[config.mk]
export PLATFORM = sky130hd
export DESIGN_NAME = spike_isi_decoder
export DESIGN_NICKNAME = d
export VERILOG_FILES = /design/src/rtl/spike_codec_pkg.sv /design/src/rtl/isi_fifo.sv /design/src/rtl/spike_isi_decoder.sv
export SDC_FILE = /design/constraint.sdc
export NUM_CORES = 1
export LEC_CHECK = 0
export CORE_UTILIZATION = 33
export CTS_CLUSTER_SIZE = 40
export DETAILED_ROUTE_END_ITERATION = 7
export PLACE_DENSITY = 0.47
export SLEW_MARGIN = 25
export SYNTH_ARGS = -nofsm -noshare
export SYNTH_HDL_FRONTEND = slang
export SYNTH_HIERARCHICAL = 1
export SYNTH_SLANG_ARGS = --single-unit
[constraint.sdc]
create_clock -name clk -period 3.1 [get_ports clk]
set_input_delay 0.62 -clock clk [delete_from_list [all_inputs] [get_ports clk]]
set_output_delay 0.62 -clock clk [all_outputs]
set_load 0.05 [all_outputs]
[src/rtl/spike_codec_pkg.sv]
// Shared types and constants for the spike codec blocks (neuron and ISI decoder).
package spike_codec_pkg;

  typedef enum logic {
    IDLE    = 1'b0,
    MEASURE = 1'b1
  } isi_state_e;

  localparam int CNT_W_DEF = 16;

  // Q4.16 membrane format used by the neuron: 20-bit signed, 16 fractional bits
  localparam int Q_W    = 20;
  localparam int Q_FRAC = 16;
  typedef logic signed [Q_W-1:0] q4_16_t;

endpackage

[src/rtl/isi_fifo.sv]
// Synchronous FIFO for ISI entries; a push into a full FIFO is accepted only when a pop frees a slot that cycle.
module isi_fifo #(
  parameter int DEPTH = 4,
  parameter int WIDTH = 16
) (
  input  logic                     clk,
  input  logic                     reset,
  input  logic                     i_push,
  input  logic [WIDTH-1:0]         i_push_data,
  input  logic                     i_pop,
  output logic [WIDTH-1:0]         o_pop_data,
  output logic                     o_full,
  output logic                     o_empty,
  output logic [$clog2(DEPTH):0]   o_count
);

  localparam int AW = $clog2(DEPTH);
  localparam logic [AW:0] FULL_CNT = (AW+1)'(DEPTH);

  logic [WIDTH-1:0] r_mem [DEPTH];
  logic [AW-1:0]    r_wr_ptr, r_rd_ptr;
  logic [AW:0]      r_count;
  logic             w_do_push, w_do_pop;

  assign o_full     = (r_count == FULL_CNT);
  assign o_empty    = (r_count == '0);
  assign o_count    = r_count;
  assign w_do_pop   = i_pop & ~o_empty;
  assign w_do_push  = i_push & (~o_full | w_do_pop);
  assign o_pop_data = o_empty ? '0 : r_mem[r_rd_ptr];

  always_ff @(posedge clk) begin
    if (w_do_push) r_mem[r_wr_ptr] <= i_push_data;
  end

  // Power-of-two depth lets the pointers wrap naturally
  always_ff @(posedge clk or posedge reset) begin
    if (reset) begin
      r_wr_ptr <= '0;
      r_rd_ptr <= '0;
      r_count  <= '0;
    end else begin
      if (w_do_push) r_wr_ptr <= r_wr_ptr + AW'(1);
      if (w_do_pop)  r_rd_ptr <= r_rd_ptr + AW'(1);
      case ({w_do_push, w_do_pop})
        2'b10:   r_count <= r_count + (AW+1)'(1);
        2'b01:   r_count <= r_count - (AW+1)'(1);
        default: r_count <= r_count;
      endcase
    end
  end

endmodule

[src/rtl/spike_isi_decoder.sv]
// Decodes a spike level into inter-spike intervals (clk cycles) queued for a valid/ready consumer.
// Define ISI_AVG_EN to add the smoothed-interval output isi_avg.
module spike_isi_decoder
  import spike_codec_pkg::*;
#(
  parameter int CNT_W      = CNT_W_DEF,
  parameter int FIFO_DEPTH = 4,
  parameter int MIN_ISI    = 2
) (
  input  logic                          clk,
  input  logic                          reset,
  input  logic                          enable,
  input  logic                          spike_in,
  output logic [CNT_W-1:0]              isi_data,
  output logic                          isi_valid,
  input  logic                          isi_ready,
  output logic [$clog2(FIFO_DEPTH):0]   fifo_count,
  output logic                          overflow,
  output logic                          timeout
`ifdef ISI_AVG_EN
  ,
  output logic [CNT_W-1:0]              isi_avg
`endif
);

  localparam logic [CNT_W-1:0] CNT_MAX = '1;
  localparam logic [CNT_W-1:0] CNT_MIN = CNT_W'(MIN_ISI);
  localparam logic [CNT_W-1:0] CNT_ONE = CNT_W'(1);

  isi_state_e       r_state, w_state_nxt;
  logic [CNT_W-1:0] r_cnt, w_cnt_nxt, r_push_data, w_head;
  logic             r_spike_d, r_push, r_timeout, r_overflow;
  logic             w_event, w_push, w_timeout, w_full, w_empty, w_pop;

  assign w_event = spike_in & ~r_spike_d;
  assign w_pop   = ~w_empty & isi_ready;

  always_comb begin
    w_state_nxt = r_state;
    w_cnt_nxt   = r_cnt;
    w_push      = 1'b0;
    w_timeout   = 1'b0;
    if (!enable) begin
      w_state_nxt = IDLE;
    end else begin
      case (r_state)
        IDLE: begin
          if (w_event) begin
            w_state_nxt = MEASURE;
            w_cnt_nxt   = CNT_ONE;
          end
        end
        MEASURE: begin
          if (w_event && (r_cnt >= CNT_MIN)) begin
            w_push    = 1'b1;
            w_cnt_nxt = CNT_ONE;
          end else if (r_cnt == CNT_MAX - CNT_ONE) begin
            // timeout is high during the cycle the counter sits at all-ones
            w_cnt_nxt   = CNT_MAX;
            w_timeout   = 1'b1;
            w_state_nxt = IDLE;
          end else begin
            w_cnt_nxt = r_cnt + CNT_ONE;
          end
        end
        default: w_state_nxt = IDLE;
      endcase
    end
  end

  // The push is registered so the entry appears one edge after the event
  always_ff @(posedge clk or posedge reset) begin
    if (reset) begin
      r_state     <= IDLE;
      r_cnt       <= '0;
      r_spike_d   <= 1'b0;
      r_push      <= 1'b0;
      r_push_data <= '0;
      r_timeout   <= 1'b0;
      r_overflow  <= 1'b0;
    end else begin
      r_state   <= w_state_nxt;
      r_cnt     <= w_cnt_nxt;
      r_spike_d <= spike_in;
      r_push    <= w_push;
      r_timeout <= w_timeout;
      if (w_push) r_push_data <= r_cnt;
      if (r_push && w_full && !w_pop) r_overflow <= 1'b1;
    end
  end

  isi_fifo #(
    .DEPTH (FIFO_DEPTH),
    .WIDTH (CNT_W)
  ) u_fifo (
    .clk         (clk),
    .reset       (reset),
    .i_push      (r_push),
    .i_push_data (r_push_data),
    .i_pop       (isi_ready),
    .o_pop_data  (w_head),
    .o_full      (w_full),
    .o_empty     (w_empty),
    .o_count     (fifo_count)
  );

  assign isi_data  = w_head;
  assign isi_valid = ~w_empty;
  assign overflow  = r_overflow;
  assign timeout   = r_timeout;

`ifdef ISI_AVG_EN
  logic [CNT_W-1:0]        r_avg, w_step, w_sum;
  logic                    r_avg_init;
  logic signed [CNT_W:0]   w_diff;

  always_comb begin
    w_diff = $signed({1'b0, r_push_data}) - $signed({1'b0, r_avg});
    w_step = CNT_W'(w_diff >>> 3);
    w_sum  = r_avg + w_step;
  end

  // Every push attempt updates the average, including ones the FIFO drops
  always_ff @(posedge clk or posedge reset) begin
    if (reset) begin
      r_avg      <= '0;
      r_avg_init <= 1'b0;
    end else if (r_push) begin
      r_avg      <= r_avg_init ? w_sum : r_push_data;
      r_avg_init <= 1'b1;
    end
  end

  assign isi_avg = r_avg;
`endif

endmodule

Word level (Yosys, flattened, before mapping)
Memories as Yosys holds them, arrays and structs flattened.
Cells that the tools add are included.
{ "totals": {"reg_bits": 44, "ram_bits": 64, "input_bits": 5, "out_inout_bits": 22, "elab_cells": 57, "memories": 1} }
{ "mem_list": {"columns": ["name", "words", "width", "read_ports", "rd_clocked_by_memory_dff", "wr", "line_no", "text"], "rows": [
  ["u_fifo.r_mem", 4, 16, 1, 0, 1, "isi_fifo.sv:20", "logic [WIDTH-1:0] r_mem [DEPTH];"]
]} }
{ "classes": {"addsub": 5, "magnitude_cmp": 1, "n_eq_ne": 5, "n_mux": 20, "bitwise_logic": 8, "n_reduce_logical": 7} }
{ "ops": {"columns": ["operator", "count"], "rows": [
  ["$mux W16", 4],
  ["$pmux W16 S2", 1],
  ["$add A16 B1 Y16 const B", 1],
  ["$eq A16 B16 Y1 const B", 1],
  ["$ge A16 B2 Y1 const B", 1],
  ["$mux W1", 13],
  ["$pmux W3 S2", 1],
  ["$add A2 B1 Y2 const B", 2],
  ["$not A1 Y1", 4],
  ["$add A3 B1 Y3 const B", 1],
  ["$and A1 B1 Y1", 3],
  ["$eq A3 B3 Y1 const B", 1],
  ["$logic_and A1 B1 Y1", 3],
  ["$logic_not A3 Y1", 1],
  ["$sub A3 B1 Y3 const B", 1],
  ["$eq A2 B1 Y1 const B", 1],
  ["$eq A2 B2 Y1 const B", 1],
  ["$ne A2 B2 Y1 const B", 1],
  ["$pmux W1 S2", 1],
  ["$reduce_and A2 Y1", 1],
  ["$reduce_bool A2 Y1", 1],
  ["$logic_not A1 Y1", 1],
  ["$or A1 B1 Y1", 1]
]} }

Depth between registers and ports, before layout
Gate-level depths: netlist of run 1.
{ "logic_depth": {"ltp_word": 7, "mapped_depth": 9, "ltp_nobuf": 9} }

Hierarchy
The synthesis of run 1 kept the hierarchy.
{ "by_module_without_submodules": {"columns": ["mod", "instances", "cells_each", "area_each_um2", "seq_area_each_um2"], "rows": [
  ["isi_fifo", 1, 141, 2857.7, 2097.0],
  ["spike_isi_decoder", 1, 178, 1861.8, 925.9]
]} }

Worst setup path before layout of run 1
Ideal clock, no wire load.
{ "synth_timing": {"path_type": "register to register", "start": "register r_cnt[0]", "end": "register r_push_data[15]", "setup_ns": 0.125, "t_arrival_ns": 2.300, "t_required_ns": 2.975, "setup_slack_ns": 0.675, "stages_incl_launch_ff": 9, "n_path_buf": 2, "period_less_slack_ns": 2.425, "path_cell_list": "dfrtp_1 inv_1 ha_1 or4_1 o41ai_4 or2_1 buf_6 buf_8 mux2_4"} }
{ "synth_via": {"elab_chain_len": 5} }
{ "synth_lines": {"columns": ["item", "line_no", "text"], "rows": [
  ["start: declaration", "spike_isi_decoder.sv:31", "logic [CNT_W-1:0] r_cnt, w_cnt_nxt, r_push_data, w_head;"],
  ["start signal: assignment", "spike_isi_decoder.sv:83", "r_cnt <= w_cnt_nxt;"],
  ["$ge A16 B2 Y1", "spike_isi_decoder.sv:54", "if (w_event && (r_cnt >= CNT_MIN)) begin"],
  ["$logic_and A1 B1 Y1", "spike_isi_decoder.sv:54", null],
  ["$mux W1", "spike_isi_decoder.sv:54", null],
  ["$mux W1", "spike_isi_decoder.sv:46", "case (r_state)"],
  ["$mux W1", "spike_isi_decoder.sv:43", "if (!enable) begin"],
  ["end signal: assignment", "spike_isi_decoder.sv:87", "if (w_push) r_push_data <= r_cnt;"],
  ["end: declaration", "spike_isi_decoder.sv:31", null]
]} }
Every way passes these cells.
A chain may end at the register's enable or synchronous reset.

Worst setup path in the final report of run 1
{ "layout_timing": {"start": "register r_cnt[0]", "end": "register r_push_data[2]"} }
Same word-level chain as after synthesis.

==> flow_summary.toml, run 1 <==
[synth]
synth_area_leaders = "edfxtp_1 41%, dfrtp_1 23%, mux4_2 7.6%, o21ai_0 2.4%, nor2b_1 2.4%"
synth_top_cell_area_share = 0.407
ys_ff_latch = 108
syn_avg_cell_area_sq_um = 14.8
syn-cell-area_sq_mm = 0.00472
syn_inst = 319
synthesis.nets = 332
ys_async_sr_fraction = 0.407
synth_top_area_cell = "edfxtp_1"
yosysWarnings = 6
synth.distinct_cells = 50
synth_edf_count = 64
synth-seq-area-share = 0.641
synth_ff_type = "edfxtp_1"

[cells_and_area]
layout_common_cells = "64 x edfxtp_1, 44 x dfrtp_1, 33 x buf_4"
antenna-diode-count = 0
final_cells = 543
drive_above_1_share = 0.220
final_common_cell = "edfxtp_1"
area_growth_pct = 16.6
finalNetCount = 371
utilization = 0.395

[timing]
clock_skew_ns = 0.00666
fin_crit_sh = 0.865
maxSlewViolCount = 0
setup_violations = 0
fin_crit_ns = 2.68
tns_ns = 0
hold_viol = 0
max_slew_margin = 0.537
fmax_mhz = 373
tightest_slew_ns = 0.695
rsz0062_at_grt = "no"

[worst_setup_path]
reg2reg_slack_ns = 0.42
worst_path_largest_cell_delay_ns = 0.60
critical_path.max_fanout = 17
reg2reg_depth = 6
crit_chain = "inv_1 > ha_1 > or4_1 > o41ai_4 > or2_1 > mux2_2"
critPathCapture = "r_push_data[2]"
slowest_stage = "or2_1"
r2r_start = "r_cnt[0]"
crit_cells = 6
crit_start = "r_cnt[0]"
worst_setup_path_start_kind = "flop"
cp.arrival_ns = 2.92
endpoint_kind = "flop"
r2r_end = "r_push_data[2]"
crit_type = "reg2reg"
path_buf_inv = 1
path_delay_family = "simple AND/OR/NAND/NOR gates"
critPathRequiredTime_ns = 3.33

[clocking]
cts_htree_levels = 3
cts_buffers = 9
cts_root_buffer = "clkbuf_16"
cts_tree = "yes"
clock_latency_ns = 0.35
clk_pin_slew_ns = 0.07
cts_sinks = 108
ctsResizeCount = 0
cts_buffer_depth = 2
postCtsSetupRepairBufs = 0
holdBufCountCts = 0

[drt]
wirelength_um = 9670
vias_per_cell = 4.95
drt-met1-wl_um = 4520
met2WireLength_um = 4620
routed-wl-met3_um = 381
first_pass_iters = 4
wl_per_cell_um = 17.8
vias = 2686
ant_nets = 0
drcViolationCount = 0
top_layer = "met4"
drt-initial-drc-count = 155

[global_routing]
grt_pass1_wl_um = 15600
track_usage = 0.145
overflow = 0
grt_pass1_vias = 2759
antenna_found_initial = 0
grt_max_degree = 38

[place]
place_hpwl_um = 6520
dpl.cell_count = 527
gp_congestion = 0.803
port_buffers = 26

[floorplanning]
start_util = 0.339
die-area_sq_mm = 0.0148
dieWidth_um = 122
num_io_pins = 27
die_h_um = 122
row_count = 43
core-area_sq_mm = 0.0139

[power]
p_leak_nw = 2.12
p_per_area_mw_per_mm2 = 847
peakVddDrop_v = 0.000403

[min_path]
hp-class = "reg2reg"
hold_path_depth = 1

[outcome]
status = "completed"

[run]
maxCapViolCount = 0
[layout make-up]
type,count,area [sq um]
clock buffers,9,225
clock inverters,7,83.8
fillers,1311,8430
inverters,21,78.8
multi-input cells,175,1520
flip-flops and latches,108,3020
well taps,180,225
repair buffers,43,348
[state kept, by name, indices dropped and copies added, names as in the netlist]
register,cells
u_fifo/r_rd_ptr,2
u_fifo/r_mem,64
u_fifo/r_wr_ptr,2
r_spike_d,1
overflow,1
r_state,1
u_fifo/o_count,3
timeout,1
r_push,1
r_push_data,16
r_cnt,16
[stage by stage]
stage	hold slack [ns]	power [W]	setup slack, ns	instance area [sq um]
2_1_floorplan	0.423	0.00306	0.675	4720
3_3_place_gp	0.455	0.00354	0.498	5190
3_5_place_dp	0.479	0.00355	0.411	5190
4_1_cts	0.497	0.00474	0.396	5500
5_1_grt	0.515	0.00490	0.282	5500
6_report	0.482	0.00466	0.418	5500
[cell families after synthesis]
group,count (synthesis),synth area share
AND/OR/NAND/NOR,75,0.0962
flip-flops,108,0.641
buffers and inverters,36,0.0376
AO/OA/AOI/OAI,54,0.0787
XOR/XNOR,11,0.0204
multiplexers,27,0.104
adder cells (fa/ha/maj),8,0.0228
[power by group]
part | switching [W] | internal [W] | total [W]
clock network | 0.000539 | 0.000641 | 0.00118
registers | 0.000117 | 0.00166 | 0.00178
logic | 0.00107 | 0.000635 | 0.00170
total | 0.00172 | 0.00294 | 0.00466
[cells in the mapped netlist (all sizes together) (5+ instances only)]
cell     number
edfxtp       64
dfrtp        44
o21ai        23
inv          21
nor2b        18
mux4         16
nand2        13
buf          11
mux2          9
nand4         9
xor2          8
a2bb2oi       7
and2          7
ha            7
o22ai         7
or4           7
a31oi         5
nand3         5
[layer usage]
| layer | GRT usage | up-vias |
|---|---|---|
| li1 | - | 1284 |
| met1 | 0.183 | 1338 |
| met2 | 0.237 | 54 |
| met3 | 0.0393 | 10 |
| met4 | 0.0517 | 0 |
| met5 | 0 | - |
[worst min-delay path by stage]
stage	start	endpoint	slack, ns
2_1_floorplan	reset	u_fifo/o_count[0]	0.42
3_3_place_gp	overflow	overflow	0.46
3_5_place_dp	overflow	overflow	0.48
4_1_cts	overflow	overflow	0.50
5_1_grt	overflow	overflow	0.51
6_report	overflow	overflow	0.48
Power figures use the tool's default switching activity.
==> run 2, diff against run 1 <==
Settings changed: ABC_AREA set to 1.
==> flow_summary.toml, run 2 <==
[outcome]
status = "completed"

[drt]
drcViolationCount = 0
vias_per_cell = 4.45
wl_per_cell_um = 13.0
drt-initial-drc-count = 176
first_pass_iters = 4
ant_nets = 0
vias = 3675
wirelength_um = 10700

[timing]
clock_skew_ns = 0.00551
hold_viol = 0
rsz0062_at_grt = "no"
tns_ns = 0
maxSlewViolCount = 0
tightest_slew_ns = 0.566
whs_ns = 0.471
setup_violations = 0
fin_crit_sh = 0.832
fin_crit_ns = 2.58
fmax_mhz = 388
final.setup.worst_slack_ns = 0.521
max_slew_margin = 0.623

[global_routing]
grt_pass1_wl_um = 17800
use_met1 = 0.190
grt_pass1_vias = 3501
grt_max_degree = 38
track_usage = 0.144
overflow = 0
antenna_found_initial = 0
top_usage_layer = "met2"
grtUsageMet3 = 0.0225
grtUsageMet2 = 0.232

[clocking]
clk_pin_slew_ns = 0.07
holdBufCountCts = 0
cts_buffer_depth = 2
cts_root_buffer = "clkbuf_16"
cts_htree_levels = 3
cts_tree = "yes"
cts_sinks = 108
cts_buffers = 9
clock_latency_ns = 0.35
postCtsSetupRepairBufs = 0
ctsResizeCount = 0

[worst_setup_path]
reg2reg_depth = 10
worst_path_largest_cell_delay_ns = 0.59
cp.arrival_ns = 1.96
crit_type = "reg2out"
slowest_stage = "dfrtp_1"
r2r_end = "u_fifo/o_count[2]"
reg2reg_slack_ns = 1.15
path_buf_inv = 2
crit_chain = "inv_2 > nand3_1 > a21oi_1 > buf_12"
critical_path.max_fanout = 16
r2r_start = "u_fifo/o_count[0]"
path_delay_family = "flip-flops"
endpoint_kind = "primary output"
worst_setup_path_start_kind = "flop"
critPathRequiredTime_ns = 2.48
crit_start = "u_fifo/r_rd_ptr[1]"
crit_cells = 4

[floorplanning]
num_io_pins = 27
start_util = 0.341
die_h_um = 128
die-area_sq_mm = 0.0164
core-area_sq_mm = 0.0154
dieWidth_um = 128
row_count = 45

[min_path]
hp-class = "reg2reg"
min_to = "overflow"
hold_path_depth = 1
hp-start = "overflow"

[power]
p_per_area_mw_per_mm2 = 873
p_leak_nw = 2.78
peakVddDrop_v = 0.000493

[synth]
yosysWarnings = 6
synth_top_cell_area_share = 0.366
ys_async_sr_fraction = 0.407
synthTopCellsByCount = "167 x nand2_1, 107 x inv_1, 64 x edfxtp_1, 60 x nand3_1, 44 x dfrtp_1"
syn_avg_cell_area_sq_um = 9.03
synth-seq-area-share = 0.576
synth_edf_count = 64
synth_ff_type = "edfxtp_1"
synth_area_leaders = "edfxtp_1 37%, dfrtp_1 21%, nand2_1 12%, inv_1 7.7%, nand3_1 5.7%"
ys_ff_latch = 108
synth.distinct_cells = 26
syn_inst = 581
syn-cell-area_sq_mm = 0.00525
synthesis.nets = 594
synth_most_common_cell = "nand2_1"
synth_top_area_cell = "edfxtp_1"

[cells_and_area]
antenna-diode-count = 0
layout_common_cells = "167 x nand2_1, 107 x inv_1, 64 x edfxtp_1"
n_fill_cell = 1520
final_common_cell = "nand2_1"
area_growth_pct = 17.6
top_regs = "u_fifo/r_mem: 64 flops, r_cnt: 16 flops, r_push_data: 16 flops"
drive_above_1_share = 0.115
largest-register = "u_fifo/r_mem"
finalNetCount = 623
largest_reg_flops = 64

[place]
gp_congestion = 0.835
dp_slack_ns = 0.611
place_hpwl_um = 7250
port_buffers = 26

[run]
maxCapViolCount = 0
==> run 2: cell type report <==
type,count,area (sq um),share of cell area
flip-flops and latches,108,3020,0.490
multi-input cells,344,1650,0.267
repair buffers,34,493,0.0799
inverters,113,427,0.0691
clock buffers,13,270,0.0438
well taps,211,264,0.0428
clock inverters,3,45.0,0.00730
==> run 2: per-stage QoR <==
stage | utilization | area [sq um] | total power (W) | std cells
floorplan | - | 5250 | 0.00326 | 581
global placement | 0.381 | 5860 | 0.00424 | 810
detailed placement | 0.381 | 5860 | 0.00427 | 810
CTS | 0.402 | 6170 | 0.00546 | 826
global route | 0.402 | 6170 | 0.00567 | 826
finish | 0.402 | 6170 | 0.00539 | 826
==> run 2: where the power goes <==
group | internal (W) | switching [W]
Clock | 0.000693 | 0.000489
Combinational | 0.00100 | 0.00146
Sequential | 0.00160 | 0.000142
==> run 2: logic make-up (layout without fill, tap and decap cells) <==
group           Yosys count  count (layout)  synth area share
buf+inv                 129             163             0.110
fa+ha+maj                 8               8            0.0205
xor+xnor                  4               4           0.00668
compound gates           47              47            0.0527
flops                   108             108             0.576
simple gates            285             285             0.235
==> run 2: worst max-delay path by stage <==
stage                   endpoint  slack (ns)
2_1_floorplan        isi_data[0]        0.75
4_1_cts              isi_data[3]        0.48
3_3_place_gp   u_fifo/o_count[2]        0.69
5_1_grt              isi_data[3]        0.31
6_report             isi_data[3]        0.52
3_5_place_dp   u_fifo/o_count[2]        0.61
==> run 2: metal layers <==
layer  share of wire  vias to the layer above
li1                -                     1887
met1            0.49                     1719
met2            0.47                       53
met3           0.022                       16
met4           0.023                        0
met5               0                        -
==> run 2: worst reg2reg max path, stage by stage (launching register included) <==
cell and delay (ns):
dfrtp_1 0.43, nor2_1 0.16, nand3_1 0.16, nand2_2 0.16, ha_1 0.18, inv_1 0.07, fa_1 0.39, nand2_1 0.11
nand3_1 0.08, nand2_1 0.06, nand2_1 0.04
